File: src/rtl/rf_wb_arbiter_pkg.sv
// Shared constants for the register-file writeback arbiter: requester indices,
// requester count and write-port widths.
package rf_wb_arbiter_pkg;

    localparam int NUM_REQ = 3;
    localparam int RADDR_W = 5;
    localparam int DATA_W  = 32;

    localparam logic [1:0] REQ_ALU = 2'd0;
    localparam logic [1:0] REQ_LSU = 2'd1;
    localparam logic [1:0] REQ_MDU = 2'd2;

    // Reduce a 0..5 sum back into the 0..2 requester index space.
    function automatic logic [1:0] wrap3(input logic [2:0] v);
        return (v >= 3'd3) ? 2'(v - 3'd3) : v[1:0];
    endfunction

endpackage

File: src/rtl/rf_wb_arbiter_rr_pick3.sv
// Three-way rotating-priority picker: the requester named by ptr has the highest
// priority and priority descends cyclically from it. Output grant is one-hot or zero.
module rr_pick3
    import rf_wb_arbiter_pkg::*;
(
    input  logic [NUM_REQ-1:0] valid,
    input  logic [1:0]         ptr,
    output logic [NUM_REQ-1:0] gnt
);

    logic       found;
    logic [1:0] idx;

    // An out-of-range pointer (3) wraps to 0, so it behaves like alu-first.
    always_comb begin
        gnt   = '0;
        found = 1'b0;
        idx   = 2'd0;
        for (int k = 0; k < NUM_REQ; k++) begin
            idx = wrap3({1'b0, ptr} + 3'(k));
            if (!found && valid[idx]) begin
                gnt[idx] = 1'b1;
                found    = 1'b1;
            end
        end
    end

endmodule

File: src/rtl/rf_wb_arbiter.sv
// Writeback arbiter: picks one of alu/lsu/mdu per cycle onto the single register
// file write port (latency 1), and counts cycles with competing requests.
module rf_wb_arbiter
    import rf_wb_arbiter_pkg::*;
#(
    parameter int RR_EN = 1,
    parameter int CNT_W = 16
) (
    input  logic               clk,
    input  logic               resetn,

    input  logic               alu_wb_valid,
    output logic               alu_wb_ready,
    input  logic [RADDR_W-1:0] alu_wb_addr,
    input  logic [DATA_W-1:0]  alu_wb_data,

    input  logic               lsu_wb_valid,
    output logic               lsu_wb_ready,
    input  logic [RADDR_W-1:0] lsu_wb_addr,
    input  logic [DATA_W-1:0]  lsu_wb_data,

    input  logic               mdu_wb_valid,
    output logic               mdu_wb_ready,
    input  logic [RADDR_W-1:0] mdu_wb_addr,
    input  logic [DATA_W-1:0]  mdu_wb_data,

    input  logic               wb_stall,

    output logic               rf_we,
    output logic [RADDR_W-1:0] rf_waddr,
    output logic [DATA_W-1:0]  rf_wdata,
    output logic [CNT_W-1:0]   conflict_cnt
);

    logic [NUM_REQ-1:0] req_vld;
    logic [NUM_REQ-1:0] pick;
    logic [NUM_REQ-1:0] gnt;
    logic [1:0]         ptr;
    logic [1:0]         pick_ptr;
    logic [1:0]         nxt_ptr;
    logic [RADDR_W-1:0] gnt_addr;
    logic [DATA_W-1:0]  gnt_data;
    logic               multi_req;

    assign req_vld  = {mdu_wb_valid, lsu_wb_valid, alu_wb_valid};

    // Fixed priority is the rotating picker with the pointer pinned at alu.
    assign pick_ptr = (RR_EN != 0) ? ptr : REQ_ALU;

    rr_pick3 u_pick (
        .valid (req_vld),
        .ptr   (pick_ptr),
        .gnt   (pick)
    );

    // Grants are masked while stalled and while reset is held.
    assign gnt          = (resetn && !wb_stall) ? pick : '0;
    assign alu_wb_ready = gnt[REQ_ALU];
    assign lsu_wb_ready = gnt[REQ_LSU];
    assign mdu_wb_ready = gnt[REQ_MDU];

    assign multi_req = (alu_wb_valid & lsu_wb_valid) |
                       (alu_wb_valid & mdu_wb_valid) |
                       (lsu_wb_valid & mdu_wb_valid);

    always_comb begin
        gnt_addr = '0;
        gnt_data = '0;
        nxt_ptr  = ptr;
        if (gnt[REQ_ALU]) begin
            gnt_addr = alu_wb_addr;
            gnt_data = alu_wb_data;
            nxt_ptr  = REQ_LSU;
        end else if (gnt[REQ_LSU]) begin
            gnt_addr = lsu_wb_addr;
            gnt_data = lsu_wb_data;
            nxt_ptr  = REQ_MDU;
        end else if (gnt[REQ_MDU]) begin
            gnt_addr = mdu_wb_addr;
            gnt_data = mdu_wb_data;
            nxt_ptr  = REQ_ALU;
        end
    end

    always_ff @(posedge clk or negedge resetn) begin
        if (!resetn) begin
            rf_we        <= 1'b0;
            rf_waddr     <= '0;
            rf_wdata     <= '0;
            ptr          <= REQ_ALU;
            conflict_cnt <= '0;
        end else begin
            // x0 writes are consumed and rotate priority but never strobe the file.
            rf_we <= (|gnt) && (gnt_addr != '0);
            if (|gnt) begin
                rf_waddr <= gnt_addr;
                rf_wdata <= gnt_data;
                ptr      <= nxt_ptr;
            end
            if (multi_req && (conflict_cnt != {CNT_W{1'b1}}))
                conflict_cnt <= conflict_cnt + 1'b1;
        end
    end

endmodule

File: config.mk
export PLATFORM = sky130hd
export DESIGN_NAME = rf_wb_arbiter
export DESIGN_NICKNAME = d
export VERILOG_FILES = /design/src/rtl/rf_wb_arbiter_pkg.sv /design/src/rtl/rf_wb_arbiter_rr_pick3.sv /design/src/rtl/rf_wb_arbiter.sv
export SDC_FILE = /design/constraint.sdc
export NUM_CORES = 1
export LEC_CHECK = 0
export CAP_MARGIN = 20
export CORE_MARGIN = 8
export CORE_UTILIZATION = 37
export DETAILED_ROUTE_END_ITERATION = 12
export GPL_TIMING_DRIVEN = 1
export HOLD_SLACK_MARGIN = 0.02
export MAX_ROUTING_LAYER = met4
export PLACE_DENSITY = 0.78
export SLEW_MARGIN = 0
export SYNTH_ARGS = -nofsm -noshare
export SYNTH_HDL_FRONTEND = slang
export SYNTH_SLANG_ARGS = --single-unit
File: constraint.sdc
create_clock -name clk -period 2.6 [get_ports clk]
set_input_delay 0.65 -clock clk [delete_from_list [all_inputs] [get_ports clk]]
set_output_delay 0.65 -clock clk [all_outputs]
set_load 0.05 [all_outputs]
==> flow_metrics.env <==
export IMPL_layout_setup_ws_ns=-0.163
export IMPL_crit_path_start_kind="register"
export IMPL_pin_count=174
export IMPL_synth_compound_area_share=0.320
export IMPL_synth_xor_area_share=0.0373
export IMPL_synth_flop_cell="dfrtp_1"
export IMPL_synth_cells=364
export IMPL_path_clk_slew_ns=0.11
export IMPL_grt_overflow=0
export IMPL_tightestPinTransition_ns=0.725
export IMPL_place_area_um2=5590
export IMPL_rows=35
export IMPL_synth_top_cells_by_area="dfrtp_1 (40%), a22oi_1 (9.6%), a211o_1 (8.2%)"
export IMPL_grt_pass1_vias=3879
export IMPL_synth_top_area_cell="dfrtp_1"
export IMPL_async_flop_share=1.00
export IMPL_die_width_um=114
export IMPL_cts_sinks=56
export IMPL_antenna_found_initial=0
export IMPL_synth_top_cell_area_share=0.397
export IMPL_clk_latency_ns=0.30
export IMPL_critPathKind="reg2out"
export IMPL_core_area_um2=9240
export IMPL_via_per_inst=5.24
export IMPL_hpwlAfterDp_um=9430
export IMPL_grtUsageTotal=0.187
export IMPL_worstPathArrival_ns=2.11
export IMPL_syn_area_um2=3530
export IMPL_synth_top_family_by_area="compound AO/OA/AOI/OAI gates"
export IMPL_critPathBufInv=3
export IMPL_max_slew_margin=0.517
export IMPL_yosys_warnings=0
export IMPL_initial_core_util=0.382
export IMPL_vias=3606
export IMPL_ant_nets=0
export IMPL_ys_seq_elements=56
export IMPL_drt_initial_drc_count=153
export IMPL_leakagePower_nw=2.78
export IMPL_fillCellCount=737
export IMPL_synthSimpleGateAreaFrac=0.0930
export IMPL_required_ns=1.95
export IMPL_fin_worst_skew_ns=0.00820
export IMPL_synth_edf_count=0
export IMPL_fmax_mhz=362
export IMPL_io_buffer_count=173
export IMPL_grt_pass1_wl_um=19100
export IMPL_rsz0062_at_grt="yes"
export IMPL_multiInputGateArea_um2=1850
export IMPL_slew_violations=0
export IMPL_numCtsBuffers=5
export IMPL_synth_seq_area_share=0.397
export IMPL_fin_crit_ns=2.76
export IMPL_wl_per_cell_um=17.5
export IMPL_syn2layout_area_growth_pct=68.5
export IMPL_powerDensity_nw_per_um2=1220
export IMPL_cts_hold_buf=0
export IMPL_n_antenna_cell=0
export IMPL_violations="negative setup slack"
export IMPL_synth_most_common_cell="inv_1"
export IMPL_die_y_um=114
export IMPL_path_cells="buf_4 > ha_4 > nand2b_4 > a32o_2 > a311oi_4 > or2_1 > inv_2 > buf_12"
export IMPL_grt_max_degree=57
export IMPL_synth_common_cells="inv_1 (70), dfrtp_1 (56), a22oi_1 (45)"
export IMPL_synth_fa_ha_area_frac=0.0206
export IMPL_drc=0
export IMPL_crit_fanout=8
export IMPL_cp_end_kind="primary output"
export IMPL_dr_pass1_iters=4
export IMPL_cpMaxStageDelayCell="dfrtp_1"
export IMPL_status="finished with violations"
export IMPL_drive_above_1_share=0.186
export IMPL_max_stage_delay_ns=0.42
export IMPL_nets=680
export IMPL_final_util=0.643
export IMPL_place_gp_congestion=0.887
export IMPL_critPathTopFamily="compound AO/OA/AOI/OAI gates"
export IMPL_cap_violations=0
export IMPL_vdd_drop_max_v=0.000635
export IMPL_die_area_um2=12900
export IMPL_cts_root_buf="clkbuf_8"
export IMPL_hold_path_class="reg2reg"
export IMPL_cts_htree_levels=2
export IMPL_design_area_um2=5940
export IMPL_avgSynthCellArea_um2=9.69
export IMPL_cts_tree="done"
export IMPL_seq_area_um2=1400
export IMPL_setup_viol=2
export IMPL_hold_slack_ns=0.510
export IMPL_syn_num_nets=486
export IMPL_synth_mux_area_fraction=0.00887
export IMPL_wirelength_um=12000
export IMPL_clk_path_buf_depth=2
export IMPL_hold_violations=0
export IMPL_synth_cell_type_count=53
export IMPL_fin_crit_sh=1.06
final timing paths:
path	from	to	slack [ns]	depth (start not counted)
min reg2reg	conflict_cnt[6]	conflict_cnt[6]	0.51	1
min in group asynchronous	resetn	conflict_cnt[9]	0.54	2
max in group asynchronous	resetn	pick_ptr[1]	1.55	2
max reg2reg	pick_ptr[0]	rf_wdata[13]	0.01	11
max	pick_ptr[0]	alu_wb_ready	-0.16	8
min	conflict_cnt[6]	conflict_cnt[6]	0.51	1
cell families after synthesis:
| family | count (synthesis) |
|---|---|
| buf+inv | 99 |
| xor+xnor | 15 |
| flops | 56 |
| simple gates | 58 |
| fa+ha+maj | 6 |
| compound gates | 127 |
| mux | 3 |
sequential cells by signal, indices dropped and copies added, names as in the netlist:
register	cells
rf_wdata	32
rf_waddr	5
rf_we	1
pick_ptr	2
conflict_cnt	16
placed cells by master (no fill, tap or decap), drive strengths merged, types with 2 or more instances in the layout:
master	netlist	final
nand2b	2	2
or2	2	2
xor2	5	5
dfrtp	56	56
buf	15	45
nand3	4	4
mux2i	2	2
xnor2	10	10
and3	3	3
ha	5	5
inv	71	71
a221o	5	5
nor2	6	6
a31o	5	5
o21ai	5	5
nor3	8	8
dlygate4sd2	0	3
and2	3	3
o31ai	2	2
nand2	15	15
clkbuf	13	5
and4	4	4
a22oi	65	65
clkdlybuf4s50	0	166
nand4	4	4
a211o	33	33
report_power, final:
group	leakage, nW	switching (mW)	internal, mW
registers	0.678	0.247	1.26
clock network	0.0541	0.297	0.286
logic	2.05	2.87	2.26
what timing repair did:
action,in CTS,in global routing
buffers inserted,8,4
pin swaps,5,7
resized for setup,19,9
cloned,1,0
endpoints found under the setup margin,37,41
layout make-up:
| class | count | area share |
|---|---|---|
| flip-flops and latches | 56 | 0.236 |
| multi-input cells | 209 | 0.311 |
| well taps | 129 | 0.0272 |
| inverters | 71 | 0.0453 |
| clock buffers | 5 | 0.0116 |
| clock inverters | 3 | 0.00716 |
| repair buffers | 215 | 0.361 |
layer usage:
metal,GRT usage,vias up,share of wire
li1,-,1698,-
met1,0.203,1739,0.40
met2,0.333,157,0.50
met3,0.0539,12,0.076
met4,0.0409,0,0.015
met5,-,-,0
per-stage QoR:
stage	instances	TNS [ns]	setup WS [ns]	total power, mW
global placement	667	-12.88	-0.370	6.10
CTS	684	-0.384	-0.194	7.12
floorplan	364	-0.0459	-0.0381	4.64
finish	688	-0.324	-0.163	7.22
detailed placement	667	-14.96	-0.403	6.21
global route	688	-2.11	-0.243	7.63
No activity file was read; power rests on OpenSTA's default activity.
